**src/rtl/spi_sd_init_monitor.sv**
```systemverilog
// SD-over-SPI power-up monitor: counts dummy clocks, then frames
// 48-bit commands, checks CRC7 and reports index/argument.
module spi_sd_init_monitor #(
  parameter int MIN_DUMMY_CLKS = 74,
  parameter int CNT_WIDTH      = 8,
  parameter bit CS_ACTIVE_LOW  = 1'b1,
  parameter bit CHECK_CRC      = 1'b1
) (
  input  logic                 CLK,
  input  logic                 reset_n,
  input  logic                 MOSI,
  input  logic                 CS,
  input  logic                 Rearm,
  output logic                 IsInitialized,
  output logic [CNT_WIDTH-1:0] DummyCount,
  output logic                 CmdValid,
  output logic [5:0]           CmdIndex,
  output logic [31:0]          CmdArg,
  output logic                 CmdCrcOk,
  output logic                 CmdError,
  output logic                 FrameAbort,
  output logic                 IsCmd0Received
);

  typedef enum logic [1:0] {
    COUNT,
    READY,
    SHIFT
  } state_t;

  localparam logic [CNT_WIDTH-1:0] MIN_CNT =
    CNT_WIDTH'(MIN_DUMMY_CLKS);

  state_t         state;
  logic [45:0]    shreg;
  logic [5:0]     bit_cnt;
  logic [6:0]     crc;
  logic           selected;
  logic [CNT_WIDTH-1:0] cnt_inc;
  logic           fb;
  logic [6:0]     crc_next;
  logic           crc_ok;
  logic           fmt_ok;
  logic [5:0]     idx;
  logic [31:0]    arg;

  assign selected = CS_ACTIVE_LOW ? !CS : CS;
  assign cnt_inc  = DummyCount + 1'b1;

  // CRC7, poly x^7 + x^3 + 1, fed MSB-first
  assign fb       = crc[6] ^ MOSI;
  assign crc_next = {crc[5:3], crc[2] ^ fb, crc[1:0], fb};

  // On the 48th edge shreg holds frame bits 46..1, MOSI is bit 0
  assign idx    = shreg[44:39];
  assign arg    = shreg[38:7];
  assign crc_ok = (shreg[6:0] == crc);
  assign fmt_ok = shreg[45] && MOSI;

  assign IsInitialized = (state != COUNT);

  always_ff @(posedge CLK or negedge reset_n) begin
    if (!reset_n) begin
      state          <= COUNT;
      shreg          <= '0;
      bit_cnt        <= '0;
      crc            <= '0;
      DummyCount     <= '0;
      CmdValid       <= 1'b0;
      CmdIndex       <= '0;
      CmdArg         <= '0;
      CmdCrcOk       <= 1'b0;
      CmdError       <= 1'b0;
      FrameAbort     <= 1'b0;
      IsCmd0Received <= 1'b0;
    end else if (Rearm) begin
      state          <= COUNT;
      shreg          <= '0;
      bit_cnt        <= '0;
      crc            <= '0;
      DummyCount     <= '0;
      CmdValid       <= 1'b0;
      CmdIndex       <= '0;
      CmdArg         <= '0;
      CmdCrcOk       <= 1'b0;
      CmdError       <= 1'b0;
      FrameAbort     <= 1'b0;
      IsCmd0Received <= 1'b0;
    end else begin
      CmdValid   <= 1'b0;
      CmdError   <= 1'b0;
      FrameAbort <= 1'b0;
      unique case (state)
        COUNT: begin
          if (MOSI && !selected) begin
            DummyCount <= cnt_inc;
            if (cnt_inc == MIN_CNT) state <= READY;
          end else begin
            DummyCount <= '0;
          end
        end
        READY: begin
          if (selected && !MOSI) begin
            shreg   <= {45'b0, MOSI};
            bit_cnt <= 6'd1;
            crc     <= '0;
            state   <= SHIFT;
          end
        end
        SHIFT: begin
          if (!selected) begin
            CmdError   <= 1'b1;
            FrameAbort <= 1'b1;
            state      <= READY;
          end else if (bit_cnt == 6'd47) begin
            CmdValid <= 1'b1;
            CmdIndex <= idx;
            CmdArg   <= arg;
            CmdCrcOk <= crc_ok;
            CmdError <= !fmt_ok || (CHECK_CRC && !crc_ok);
            if (fmt_ok && crc_ok && idx == 6'd0 && arg == 32'd0)
              IsCmd0Received <= 1'b1;
            state <= READY;
          end else begin
            shreg   <= {shreg[44:0], MOSI};
            bit_cnt <= bit_cnt + 6'd1;
            if (bit_cnt < 6'd40) crc <= crc_next;
          end
        end
        default: state <= COUNT;
      endcase
    end
  end

endmodule

```
**config.mk**
```make
export PLATFORM = sky130hd
export DESIGN_NAME = spi_sd_init_monitor
export DESIGN_NICKNAME = d
export VERILOG_FILES = /design/src/rtl/spi_sd_init_monitor.sv
export SDC_FILE = /design/constraint.sdc
export NUM_CORES = 1
export LEC_CHECK = 0
export ABC_AREA = 1
export CORE_MARGIN = 5
export CORE_UTILIZATION = 56
export CTS_CLUSTER_SIZE = 25
export DETAILED_ROUTE_END_ITERATION = 8
export MAX_ROUTING_LAYER = met4
export PLACE_DENSITY_LB_ADDON = 0.25
export RECOVER_POWER = 25
export REMOVE_ABC_BUFFERS = 1
export SYNTH_ARGS = -nofsm -noshare
export SYNTH_HDL_FRONTEND = slang
export SYNTH_SLANG_ARGS = --single-unit
```
**constraint.sdc**
```tcl
create_clock -name CLK -period 2.1 [get_ports CLK]
set_input_delay 0.525 -clock CLK [delete_from_list [all_inputs] [get_ports CLK]]
set_output_delay 0.525 -clock CLK [all_outputs]
set_load 0.01 [all_outputs]
```
==> results list <==
- At the later pin of the worst-skew pair, clock insertion delay measures roughly 370 ps.
- Number of nets still failing antenna checks after routing: 0
- For this run, asynchronously set or reset flops after synthesis account for between 90% and 100%.
- Diodes inserted: 0
- Via count of the first global-routing pass: roughly 4200
* Part of the total power dissipated in the clock network: approximately 28%
- After layout, the worst setup slack is between 70 and 80 ps.
- In this run the worst path has a maximum fanout of 4.
- Area of the core: about 0.009 mm2
* Crit-path leading delay family: buffers and inverters
- The filler cells instantiated in the layout total about 690.
- Tmin final: about 2000 ps
- Setup Crit Path Kind: flip-flop to primary output
* Post-synthesis instance total: roughly 600
- Number of H-tree branching levels: 3
- The placed instances occupy a cell area of 0.00592 mm2.
- Worst IR Drop VDD: 435 uV
- Combined buffer and inverter count along the critical path: 2
* Global routing usage summed across all routing layers: 21.4%
* Slowest library cell on the worst path: clkdlybuf4s50_1
- DRC Markers: 0
- Measured against its own limit, the worst slew margin works out to roughly 29%.
- The post-route netlist has under 10% of its cells at a drive strength greater than 1.
* Yosys top cell by area: dfrtp_1
- Across all register-to-register paths, the minimum setup slack is 280 ps.
* Final total power: roughly 0.0043 W
- Top-area cell type share of the netlist area: a little over half
* Final-report setup violation count: 0
- The worst register-to-register path begins at bit_cnt[0]$_DFFE_PN0P_.
* Post-layout instance area: a little over 0.006 mm2
- Detailed-route wire length: around 11000 um
- OpenSTA, run right after detailed placement, puts the worst setup slack at -88.1 ps.
- In this run, placement finished with an instance count of approximately 760.
- Via count of the routed design: just over 4000
- Ranked by instance count, the synthesized netlist is headed by dfrtp_1 (112), inv_1 (103), nand2_1 (85), nand3_1 (62), o21ai_0 (53).
- Reg2reg path depth: 9
* Portion of the clock cycle consumed by the worst path in the final layout: slightly below 100%
- Overflow after GRT: 0
- The count of final hold-check violations is 0.
* Root Buffer Master: clkbuf_8
- CTS Sinks: ~110
- Type of destination of the critical path: primary output
* Mean area per synthesized cell: approximately 8.5 um2
- The first global-routing pass estimated between 15000 and 20000 um of wire.
- Buffers on Ports: 56
- During synthesis, Yosys emitted a total of 0 warnings.
* Sequential share of the synthesized area: between 50% and 60%
* Final setup skew: approximately 13 ps
* Largest net degree at the start of global routing: just under 50
- Cell area after synthesis: ~0.0051 mm2
* Clock tree from TritonCTS: yes
- Placer's final routability congestion estimate: 0.879
- Yosys cell types: 31
* Reported leakage power: 2.61 nW
- Io pins: 57
- Vias per cell: approximately 5.3
* Length of the first detailed-routing pass in iterations: 4
- Layout overhead on the synthesized area: 19.2%
* Hold-fix buffer count after cts: 0
- Flops & latches, synth: about 110
- Power Internal: 0.00295 W
- Detailed-placement wirelength estimate: 7710 um
- Maximum number of buffers from clock root to sink: 2
- In this run the power density over the cells is about 700 mW/mm2.
- Share of total power in combinational logic: between 10% and 20%
* Net count, final: 677
- Final instance count without filler cells: 781
- Setup repair after global routing left no endpoint under its margin.
- The detailed router finished its first iteration with ~190 violations.
* Number of enable-type register cells in the synthesized netlist: 0
- Max-Cap Viols: 0
- The die covers 0.0111 mm2.
- STA puts the critical path data required time at ~1600 ps.
* Cell with the most instances after synthesis: dfrtp_1
- STA puts the critical path data arrival time at ~1500 ps.
* Mean routed wirelength per cell: between 10 and 15 um
- Highest clock frequency the design can meet: about 500 MHz
- The worst register-to-register path ends at IsCmd0Received$_DFFE_PN0P_.
* Initial antenna violation count: 0
- The number of max-slew violations in the final report was 0.
- In this run switching power makes up between 30% and 40% of total power.
* Max incr delay on CP: ~560 ps
- Sort of element at the start of the critical path: flip-flop
- Chip Height: approximately 110 um
* Clock slew at the register clock pins of the worst setup and hold paths: roughly 110 ps
- Dominant synthesized flop cell: dfrtp_1
- For this configuration, the core starts out at a cell density of 58.1%.
- Num rows: 34
* Result of the run: complete, no violations
* Sw power: 0.00130 W
* Die boundary width: roughly 110 um
* Worst path cell trace: inv_2, nand2_1, clkdlybuf4s50_1
* Number of buffers inserted during clock tree synthesis: 9
- Tightest Pin Transition: between 1000 and 1500 ps
- Worst hold path type: primary input to asynchronous set/reset pin
- Share of total power in sequential cells: 52.5%
- Largest cells by area after synthesis: dfrtp_1 (55%), inv_1 (7.6%), nand2_1 (6.2%), nand3_1 (6.1%), o21ai_0 (5.2%)
==> flip-flops by register name (all words and copies together) (netlist names) <==
| name | count |
|---|---|
| shreg | 46 |
| CmdArg | 32 |
| DummyCount | 8 |
| crc | 7 |
| CmdIndex | 6 |
| bit_cnt | 6 |
| state | 2 |
| CmdCrcOk | 1 |
| CmdError | 1 |
| CmdValid | 1 |
| FrameAbort | 1 |
| IsCmd0Received | 1 |
==> power by group through the flow <==
stage | Sequential, W | Clock (W) | Combinational [W]
after floorplan | 0.00228 | 0 | 0.000400
after global placement | 0.00228 | 0 | 0.000761
after detailed placement | 0.00229 | 0 | 0.000779
after CTS | 0.00224 | 0.00123 | 0.000792
after global routing | 0.00224 | 0.00132 | 0.000897
final | 0.00223 | 0.00121 | 0.000815
==> layout by cell type (no fill, tap or decap), types with 5 or more instances in the layout <==
cell / n
a21oi_1: 6
buf_12: 5
buf_4: 20
clkbuf_8: 10
clkdlybuf4s50_1: 55
dfrtp_1: 111
inv_1: 103
nand2_1: 85
nand3_1: 62
nand4_1: 10
nor2_1: 48
o21ai_0: 53
o21ai_1: 41
o22ai_1: 15
xor2_1: 8
==> per-layer routing <==
| metal | up-vias | global-route usage [%] | share of wire [%] |
|---|---|---|---|
| met4 | 0 | 5.92 | 1.3 |
| met5 | - | - | 0 |
| li1 | 2047 | - | - |
| met1 | 1987 | 28.7 | 46 |
| met3 | 12 | 2.75 | 3.6 |
| met2 | 80 | 34.6 | 49 |
==> per-stage QoR <==
stage          TNS [ps]  hold slack, ps  utilization [%]
2_1_floorplan    -32150             229                -
3_3_place_gp      -12.2             433             67.2
3_5_place_dp      -1930             435             67.2
4_1_cts               0            25.0             69.4
5_1_grt               0             411             69.2
6_report              0             313             69.2
==> worst reg2reg max path, cell delays in order, from the launching register on <==
cell and delay, ps:
dfrtp_1 400, ha_1 210, nand3_1 170, nor2_1 140, nand2_1 100, nor2_1 210, nand3_1 110, nor2_1 170
nand2_1 100, a21oi_1 130
==> layout make-up <==
type	instances	area [um2]	area share, %
inverter	110	415	6.82
multi-input combinational	353	1740	28.6
clock buffer	10	138	2.26
tap	108	135	2.22
timing repair buffer	83	820	13.4
sequential	112	2800	46.0
clock inverter	5	40.0	0.657
==> how the worst max path moves through the flow <==
stage | start | to | cells after the start | slack, ps
global placement | Rearm | shreg[27]$_DFFE_PN0P_ | 10 | -8
floorplan | CS | CmdArg[0]$_DFFE_PN0P_ | 4 | -460
global route | state[0]$_DFFE_PN0P_ | IsInitialized | 3 | 8
detailed placement | Rearm | shreg[39]$_DFFE_PN0P_ | 10 | -90
finish | state[1]$_DFFE_PN0P_ | IsInitialized | 3 | 80
CTS | state[0]$_DFFE_PN0P_ | IsInitialized | 3 | 4
==> cell families (layout without fill, tap and decap cells) <==
logic type,count (synthesis),in the layout,share of synthesized area [%]
compound gates,120,120,12.4
buf+inv,138,208,11.2
simple gates,219,219,19.0
flops,112,112,54.8
xor+xnor,11,11,1.88
fa+ha+maj,3,3,0.734
==> what timing repair did <==
action,4_1_cts,5_1_grt
setup endpoints to repair,1,1
buffers inserted,1,2
resized for setup,1,0
Power figures use the tool's default switching activity.
